File: config.mk
export PLATFORM = sky130hd
export DESIGN_NAME = ov7670_pixel_capture
export DESIGN_NICKNAME = d
export VERILOG_FILES = /design/src/rtl/ov7670_pixel_capture.sv
export SDC_FILE = /design/constraint.sdc
export NUM_CORES = 1
export LEC_CHECK = 0
export ABC_AREA = 1
export CAP_MARGIN = 20
export CORE_ASPECT_RATIO = 1.1
export CORE_MARGIN = 4
export CORE_UTILIZATION = 45
export CTS_BUF_LIST = sky130_fd_sc_hd__clkbuf_4 sky130_fd_sc_hd__clkbuf_8
export DETAILED_ROUTE_END_ITERATION = 10
export PLACE_DENSITY = 0.67
export SYNTH_ARGS = -nofsm -noshare
export SYNTH_HDL_FRONTEND = slang
export SYNTH_SLANG_ARGS = --single-unit
File: constraint.sdc
create_clock -name PCLK -period 2.2 [get_ports PCLK]
set_input_delay 0.22 -clock PCLK [delete_from_list [all_inputs] [get_ports PCLK]]
set_output_delay 0.22 -clock PCLK [all_outputs]
set_load 0.005 [all_outputs]
File: src/rtl/ov7670_pixel_capture.sv
// rtl/ov7670_pixel_capture.sv - OV7670 byte-stream to pixel capture with frame/line tracking
// Inputs are registered once (S1); the FSM only arms on a full VSYNC high-then-low sequence.
module ov7670_pixel_capture #(
  parameter int BYTES_PER_PIX = 2,
  parameter int H_ACTIVE      = 640,
  parameter int V_ACTIVE      = 480,
  parameter int DECIM         = 1,
  localparam int PW = 8 * BYTES_PER_PIX,
  localparam int XW = (H_ACTIVE / DECIM > 1) ? $clog2(H_ACTIVE / DECIM) : 1,
  localparam int YW = (V_ACTIVE / DECIM > 1) ? $clog2(V_ACTIVE / DECIM) : 1
) (
  input  logic          PCLK,
  input  logic          RESET_N,
  input  logic          ENABLE,
  input  logic          VSYNC,
  input  logic          HREF,
  input  logic [7:0]    D,
  output logic [PW-1:0] PIXEL_DATA,
  output logic          PIXEL_VALID,
  output logic [XW-1:0] X_ADDR,
  output logic [YW-1:0] Y_ADDR,
  output logic          FRAME_START,
  output logic          FRAME_DONE,
  output logic          LINE_ERR,
  output logic [7:0]    FRAME_CNT
);

  localparam int CW = 16;
  localparam int DSH = $clog2(DECIM);
  localparam logic [CW-1:0] DMASK = CW'(DECIM - 1);
  localparam logic [CW-1:0] H_LIM = CW'(H_ACTIVE);
  localparam logic [CW-1:0] V_LIM = CW'(V_ACTIVE);
  localparam logic          LAST_PH = (BYTES_PER_PIX == 2);

  typedef enum logic [1:0] {SYNC, WAIT_FRAME, ACTIVE} state_t;

  state_t        state_q, state_d;
  logic          s1_vsync_q, s1_href_q;
  logic [7:0]    s1_d_q;
  logic          vsync_prev_q, href_prev_q;
  logic [CW-1:0] x_q, x_d, y_q, y_d;
  logic          phase_q, phase_d;
  logic [PW-1:0] asm_q, asm_d, pix_w;
  logic [PW-1:0] pix_data_q, pix_data_d;
  logic          pix_valid_q, pix_valid_d;
  logic [XW-1:0] x_addr_q, x_addr_d;
  logic [YW-1:0] y_addr_q, y_addr_d;
  logic          fs_q, fs_d, fd_q, fd_d, line_err_q, line_err_d;
  logic [7:0]    frame_cnt_q, frame_cnt_d;
  logic          vsync_rise, vsync_fall, href_fall;

  // Counters saturate so very long lines/frames never alias back into the active window.
  function automatic logic [CW-1:0] sat_inc(input logic [CW-1:0] v);
    return (v == '1) ? v : v + CW'(1);
  endfunction

  assign vsync_rise = s1_vsync_q & ~vsync_prev_q;
  assign vsync_fall = ~s1_vsync_q & vsync_prev_q;
  assign href_fall  = ~s1_href_q & href_prev_q;
  assign pix_w      = (asm_q << 8) | PW'(s1_d_q);

  always_comb begin
    state_d     = state_q;
    x_d         = x_q;
    y_d         = y_q;
    phase_d     = phase_q;
    asm_d       = asm_q;
    pix_data_d  = pix_data_q;
    pix_valid_d = 1'b0;
    x_addr_d    = x_addr_q;
    y_addr_d    = y_addr_q;
    fs_d        = 1'b0;
    fd_d        = 1'b0;
    line_err_d  = line_err_q;
    frame_cnt_d = frame_cnt_q;
    case (state_q)
      SYNC: if (s1_vsync_q && ENABLE) state_d = WAIT_FRAME;
      WAIT_FRAME: begin
        if (vsync_fall) begin
          state_d    = ACTIVE;
          fs_d       = 1'b1;
          x_d        = '0;
          y_d        = '0;
          phase_d    = 1'b0;
          line_err_d = 1'b0;
        end
      end
      ACTIVE: begin
        if (s1_href_q) begin
          asm_d = pix_w;
          if (phase_q == LAST_PH) begin
            phase_d = 1'b0;
            x_d     = sat_inc(x_q);
            if (x_q < H_LIM && y_q < V_LIM && (x_q & DMASK) == '0 && (y_q & DMASK) == '0) begin
              pix_valid_d = 1'b1;
              pix_data_d  = pix_w;
              x_addr_d    = XW'(x_q >> DSH);
              y_addr_d    = YW'(y_q >> DSH);
            end
          end else begin
            phase_d = ~phase_q;
          end
        end else begin
          phase_d = 1'b0;
          if (href_fall) begin
            if (x_q != H_LIM || phase_q != 1'b0) line_err_d = 1'b1;
            x_d = '0;
            y_d = sat_inc(y_q);
          end
        end
        // Frame end is evaluated after the line check so a coincident HREF fall is still judged.
        if (vsync_rise) begin
          fd_d        = 1'b1;
          frame_cnt_d = frame_cnt_q + 8'd1;
          state_d     = ENABLE ? WAIT_FRAME : SYNC;
        end
      end
      default: state_d = SYNC;
    endcase
  end

  always_ff @(posedge PCLK or negedge RESET_N) begin
    if (!RESET_N) begin
      state_q      <= SYNC;
      s1_vsync_q   <= 1'b0;
      s1_href_q    <= 1'b0;
      s1_d_q       <= '0;
      vsync_prev_q <= 1'b0;
      href_prev_q  <= 1'b0;
      x_q          <= '0;
      y_q          <= '0;
      phase_q      <= 1'b0;
      asm_q        <= '0;
      pix_data_q   <= '0;
      pix_valid_q  <= 1'b0;
      x_addr_q     <= '0;
      y_addr_q     <= '0;
      fs_q         <= 1'b0;
      fd_q         <= 1'b0;
      line_err_q   <= 1'b0;
      frame_cnt_q  <= '0;
    end else begin
      state_q      <= state_d;
      s1_vsync_q   <= VSYNC;
      s1_href_q    <= HREF;
      s1_d_q       <= D;
      vsync_prev_q <= s1_vsync_q;
      href_prev_q  <= s1_href_q;
      x_q          <= x_d;
      y_q          <= y_d;
      phase_q      <= phase_d;
      asm_q        <= asm_d;
      pix_data_q   <= pix_data_d;
      pix_valid_q  <= pix_valid_d;
      x_addr_q     <= x_addr_d;
      y_addr_q     <= y_addr_d;
      fs_q         <= fs_d;
      fd_q         <= fd_d;
      line_err_q   <= line_err_d;
      frame_cnt_q  <= frame_cnt_d;
    end
  end

  assign PIXEL_DATA  = pix_data_q;
  assign PIXEL_VALID = pix_valid_q;
  assign X_ADDR      = x_addr_q;
  assign Y_ADDR      = y_addr_q;
  assign FRAME_START = fs_q;
  assign FRAME_DONE  = fd_q;
  assign LINE_ERR    = line_err_q;
  assign FRAME_CNT   = frame_cnt_q;

endmodule
==> out/results.ini, run 1 <==
[run_status]
status = completed

[placement]
placed_area_mm2 = 0.00545
dp_hpwl_um = 7400
place_congestion = 0.897
portBuffers = 59
dpl.cell_count = 751

[synth]
synth_most_common_cell = nand2_1
ys_types = 26
synth_top_area_share_pct = 54.2
synthesis.area_mm2 = 0.00471
ys_top_cells_by_count = nand2_1, dfrtp_1, nor2_1
ys_seq_elements = 102
yosys_warnings = 0
synthCells = 557
synthTopCellsByArea = dfrtp_1, nand2_1, nor2_1, inv_1, o21ai_1
synth_edf_count = 0
synth_ff_type = dfrtp_1
yosysTopAreaCell = dfrtp_1
async_flop_share_pct = 100
ys_seq_area_share_pct = 54.2
syn_nets = 574
synth.avg_cell_area_um2 = 8.46

[detailed_routing]
via_per_inst = 4.83
drt_iter0_markers = 201
final_antenna_net_count = 0
first_pass_iters = 6
drc = 0
vias = 3701
routed_wl_um = 10100
wire_per_inst_um = 13.2

[layout]
antenna_cells = 0
areaGrowthSynthToFinish_pct = 20.5
drive_above_1_share_pct = 8.45
design_area_mm2 = 0.00567
fillers = 906
nets = 640
layout.cells.non_filler = 767

[timing]
period_share_pct = 86.8
worstMarginPinSlew_ns = 0.485
rsz0062_at_grt = false
fin_worst_skew_ns = 0.0138
finalHoldViolations = 0
finalSetupViolCount = 0
period_needed_ns = 1.91
fin_tns_setup_ns = 0
slew_headroom_pct = 67.6
maxClockFrequency_mhz = 523
drv_slew = 0

[global_route]
gr-usage-all-layers_pct = 17.9
grt_max_degree = 49
first_global_vias = 3731
antenna_found_initial = 0
grt_first_pass_wirelength_um = 17600
grt_remaining_overflow = 0

[pwr]
power_density_mw_per_mm2 = 751
peakVddDrop_mv = 0.377
p_leak_nw = 2.62

[critical_path]
crit_path_start_kind = register
rr_worst_depth = 10
critPathRequiredTime_ns = 2.46
crit_arrival_ns = 2.17
worstSetupPathType = register to register
critPathCaptureType = register
crit_fanout = 19

[worst_hold_path]
hp-class = input port to register
whs_path_depth = 1

[die]
die_h_um = 115
core.rowCount = 38
die-area_mm2 = 0.0122
ios = 60
coreArea_mm2 = 0.0100
initial_utilization_pct = 46.9
die_x_um = 106

[clock_network]
clockRootBuffer = clkbuf_8
path_clk_slew_ns = 0.10
clock_sinks = 102
cts_buffers = 9
cts_resized = 0
htreeDepth = 3
cts_tree = built
clock_path_buffers = 2
ctsHoldBuffers = 1
cts_setup_buffers = 0
clk_latency_ns = 0.37

[flow_run]
maxCapViolCount = 0

[critical path: stages, from the launching register on]
cell and delay (ns):
dfrtp_1 0.41, ha_1 0.26, inv_1 0.07, nor2_2 0.14
nand2_1 0.11, nor2_2 0.14, nand2_1 0.10, nand2_2 0.29
nor2_1 0.14, nand2_1 0.08, nand2_1 0.05
[path summary, 6_finish.rpt]
path | from | to | slack, ns
max in group asynchronous | RESET_N | FRAME_CNT[3] | 1.19
setup / recovery | y_q[1] | y_q[1] | 0.29
setup reg to reg | y_q[1] | y_q[1] | 0.29
hold / removal | VSYNC | s1_vsync_q | 0.27
hold reg to reg | s1_vsync_q | vsync_prev_q | 0.43
min in group asynchronous | RESET_N | y_q[9] | 0.32
[final cells by class]
class | count | area (um2) | share of cell area (%)
Inverter | 46 | 173 | 3.04
Clock buffer | 10 | 131 | 2.32
Clock inverter | 5 | 85.1 | 1.50
Timing Repair Buffer | 66 | 656 | 11.6
Sequential cell | 102 | 2550 | 45.0
Multi-Input combinational cell | 398 | 1900 | 33.5
Tap cell | 140 | 175 | 3.09
[metrics by stage]
| step | setup WS (ns) | util, % | hold slack [ns] | total power [mW] |
|---|---|---|---|---|
| floorplan | 0.663 | - | -0.0756 | 2.63 |
| global placement | 0.366 | 54.3 | 0.183 | 3.00 |
| detailed placement | 0.316 | 54.3 | 0.180 | 3.03 |
| CTS | 0.300 | 56.5 | 0.265 | 4.32 |
| global route | 0.135 | 56.5 | 0.258 | 4.51 |
| finish | 0.289 | 56.5 | 0.274 | 4.26 |
[state kept, by name (all words and copies together), names as in the netlist]
register      flops
asm_q             8
Y_ADDR            9
x_q              16
PIXEL_DATA       16
FRAME_START       1
s1_d_q            8
href_prev_q       1
y_q              16
phase_q           1
vsync_prev_q      1
X_ADDR           10
LINE_ERR          1
FRAME_CNT         8
FRAME_DONE        1
PIXEL_VALID       1
state_q           2
s1_vsync_q        1
s1_href_q         1
[cells by family after synthesis]
kind of cell / after synthesis / share of synthesized area [%]
simple gates: 325 / 30.0
fa+ha+maj: 4 / 1.06
xor+xnor: 23 / 4.28
compound gates: 46 / 4.97
flops: 102 / 54.2
buf+inv: 57 / 5.45
[placed cells by master (no fill, tap or decap), types with 3 or more instances in the layout]
master | synthesis | routed
a21oi_1 | 3 | 3
buf_4 | 0 | 6
clkbuf_8 | 0 | 9
clkdlybuf4s50_1 | 0 | 58
dfrtp_1 | 102 | 102
ha_1 | 4 | 4
inv_1 | 41 | 41
inv_2 | 3 | 3
nand2_1 | 214 | 214
nand2_2 | 14 | 14
nand3_1 | 27 | 27
nand3_2 | 3 | 3
nand4_1 | 10 | 10
nor2_1 | 46 | 46
nor2_2 | 5 | 5
o21ai_0 | 13 | 13
o21ai_1 | 29 | 29
xnor2_1 | 8 | 8
xor2_1 | 15 | 15
[power by group]
group | internal, mW | switching (mW) | leakage (nW) | total [mW]
logic | 0.354 | 0.350 | 1.14 | 0.704
registers | 2.10 | 0.171 | 1.38 | 2.27
clock network | 0.651 | 0.634 | 0.106 | 1.29
[metal layers]
| metal | routed length, um | track usage [%] | vias to the layer above |
|---|---|---|---|
| met5 | 0 | 0 | - |
| met4 | 211 | 8.20 | 0 |
| met3 | 481 | 3.20 | 15 |
| met2 | 4640 | 29.0 | 96 |
| met1 | 4800 | 23.7 | 1716 |
| li1 | - | - | 1874 |
(Power assumes the default switching activity.)
==> inputs of run 2 (changes only) <==
--- a/config.mk
+++ b/config.mk
@@ -12,7 +12,7 @@
 export CORE_UTILIZATION = 45
 export CTS_BUF_LIST = sky130_fd_sc_hd__clkbuf_4 sky130_fd_sc_hd__clkbuf_8
 export DETAILED_ROUTE_END_ITERATION = 10
-export PLACE_DENSITY = 0.67
+export PLACE_DENSITY = 0.79
 export SYNTH_ARGS = -nofsm -noshare
 export SYNTH_HDL_FRONTEND = slang
 export SYNTH_SLANG_ARGS = --single-unit
==> constraint.sdc (replaced) <==
create_clock -name PCLK -period 1.9 [get_ports PCLK]
set_input_delay 0.19 -clock PCLK [delete_from_list [all_inputs] [get_ports PCLK]]
set_output_delay 0.19 -clock PCLK [all_outputs]
set_load 0.005 [all_outputs]
==> out/results.ini, run 2 (synthesis results as in run 1) <==
[detailed_routing]
first_pass_iters = 5  ; -1
drc = 0  ; unchanged
wire_per_inst_um = 13.3  ; +0.72%
vias = 3872  ; +4.6%
via_per_inst = 5.02  ; +4.1%
final_antenna_net_count = 0  ; unchanged
routed_wl_um = 10300  ; +1.2%
drt_iter0_markers = 366  ; +82%

[critical_path]
critPathRequiredTime_ns = 2.21  ; -0.25 ns
rr_worst_depth = 8  ; -2
worstSetupPathType = register to register
rrSetupSlack_ns = 0.13  ; -0.16 ns
critPathCaptureType = register
crit_path_start_kind = register
crit_arrival_ns = 2.08  ; -0.09 ns
crit_start = x_q[11]
cp-endpoint = X_ADDR[4]
reg2reg_from = x_q[11]
r2r-end = X_ADDR[4]
crit_fanout = 19  ; unchanged

[clock_network]
cts_tree = built
htreeDepth = 3  ; unchanged
clock_path_buffers = 2  ; unchanged
clock_sinks = 102  ; unchanged
path_clk_slew_ns = 0.09  ; about the same
cts_buffers = 9  ; unchanged
clockRootBuffer = clkbuf_8
clk_latency_ns = 0.37  ; about the same

[global_route]
first_global_vias = 3794  ; +1.7%
gr-usage-all-layers_pct = 17.8  ; -0.13 points
grt_first_pass_wirelength_um = 17700  ; +0.66%
antenna_found_initial = 0  ; unchanged
grt_max_degree = 49  ; unchanged
grt_remaining_overflow = 0  ; unchanged

[layout]
antenna_cells = 0  ; unchanged
multiInputGateArea_mm2 = 0.00192  ; +0.99%
fillers = 870  ; -4.0%
design_area_mm2 = 0.00570  ; +0.51%
final_util_pct = 56.8  ; +0.29 points
areaGrowthSynthToFinish_pct = 21.1
mostFrequentLayoutCell = nand2_1
layout_common_cells = nand2_1, dfrtp_1, clkdlybuf4s50_1
drive_above_1_share_pct = 9.35  ; +0.90 points
layout.cells.non_filler = 771  ; +0.52%
seqCellArea_mm2 = 0.00255  ; unchanged
nets = 645  ; +0.78%

[worst_hold_path]
hp-class = input port to asynchronous set/reset pin

[die]
core.rowCount = 38  ; unchanged
initial_utilization_pct = 46.9  ; unchanged
die-area_mm2 = 0.0122  ; unchanged
ios = 60  ; unchanged
die_h_um = 115  ; unchanged
coreArea_mm2 = 0.0100  ; unchanged
die_x_um = 106  ; unchanged

[timing]
period_needed_ns = 1.77  ; -0.141 ns
finalHoldViolations = 0  ; unchanged
finalSetupViolCount = 0  ; unchanged
worstMarginPinSlew_ns = 0.327  ; -0.159 ns
whs_ns = 0.213  ; -0.0617 ns
drv_slew = 0  ; unchanged
fin_worst_skew_ns = 0.0147  ; +0.000870 ns
fin_tns_setup_ns = 0  ; unchanged
slew_headroom_pct = 78.2  ; +11 points
maxClockFrequency_mhz = 565  ; +8.0%
period_share_pct = 93.1  ; +6.3 points

[placement]
portBuffers = 59  ; unchanged
place_congestion = 0.917  ; +2.2%
placed_area_mm2 = 0.00548  ; +0.64%
dpl.cell_count = 754  ; +0.40%
dp_hpwl_um = 7410  ; +0.14%

[pwr]
peakVddDrop_mv = 0.607  ; +61%
clkPwrFrac_pct = 25.7  ; -4.5 points
power_density_mw_per_mm2 = 824  ; +9.7%
netSwitchingFraction_pct = 29.1  ; +2.0 points
p_leak_nw = 2.63  ; +0.45%
power_frac_seq_pct = 56.0  ; +2.7 points
internal-power_mw = 3.33  ; +7.3%
power.share.combinational_pct = 18.2  ; +1.7 points
p_sw_mw = 1.37  ; +18%

[run_status]
status = completed

[flow_run]
maxCapViolCount = 0  ; unchanged

-- run 2: changes by cell type in the layout (fill, tap and decap cells not counted), moves of 2 or more --
cell,previous run,this run
buf_4,6,8
bufinv_16,2,0
buf_12,1,3
clkinv_2,0,2
-- run 2: what timing repair did --
item | in CTS | in global routing
hold endpoints to repair | 79 | 0
resized for setup | 0 | 5
hold buffers | 1 | 0
setup endpoints to repair | 0 | 21
setup buffers | 0 | 2
-- run 2: area by class of cell --
| class | instances | area share (%) |
|---|---|---|
| Inverter | 46 | 3.03 |
| Sequential cell | 102 | 44.8 |
| Timing Repair Buffer | 71 | 12.7 |
| Multi-Input combinational cell | 398 | 33.7 |
| Tap cell | 140 | 3.07 |
| Clock inverter | 5 | 0.636 |
| Clock buffer | 9 | 2.17 |
-- run 2: critical path, cell delays in order, from the launching register on --
cell	delay (ns)
dfrtp_1	0.46
nor2_2	0.16
nand2_1	0.07
a21oi_1	0.25
nand2_1	0.16
nor2_4	0.27
buf_12	0.20
nand2_1	0.07
nand2_1	0.06
-- run 2: routing by layer --
metal	global-route usage, %	wire (um)	vias to the layer above
met5	0	0	-
met4	5.61	230	0
met3	5.05	666	27
met2	29.0	4800	145
met1	23.2	4570	1811
li1	-	-	1889
-- run 2: power by group through the flow --
stage          Combinational [mW]  Sequential [mW]  Clock [mW]
3_5_place_dp                0.837             2.68           0
5_1_grt                     0.970             2.68        1.34
6_report                    0.857             2.63        1.21
4_1_cts                     0.845             2.64        1.25
3_3_place_gp                0.809             2.66           0
2_1_floorplan               0.383             2.66           0
-- run 2: worst min-delay path by stage --
stage | start | end | slack (ns)
after detailed placement | RESET_N | s1_d_q[6] | 0.07
after CTS | RESET_N | x_q[1] | 0.20
after global placement | RESET_N | s1_d_q[5] | 0.07
after floorplan | RESET_N | FRAME_CNT[0] | -0.11
final | RESET_N | s1_d_q[6] | 0.21
after global routing | RESET_N | X_ADDR[3] | 0.21
-- run 2: per-stage QoR --
stage,total power [mW],setup WS (ns)
after global routing,4.98,-0.00560
final,4.70,0.131
after detailed placement,3.52,0.0602
after global placement,3.47,0.174
after CTS,4.73,0.0116
after floorplan,3.04,0.363
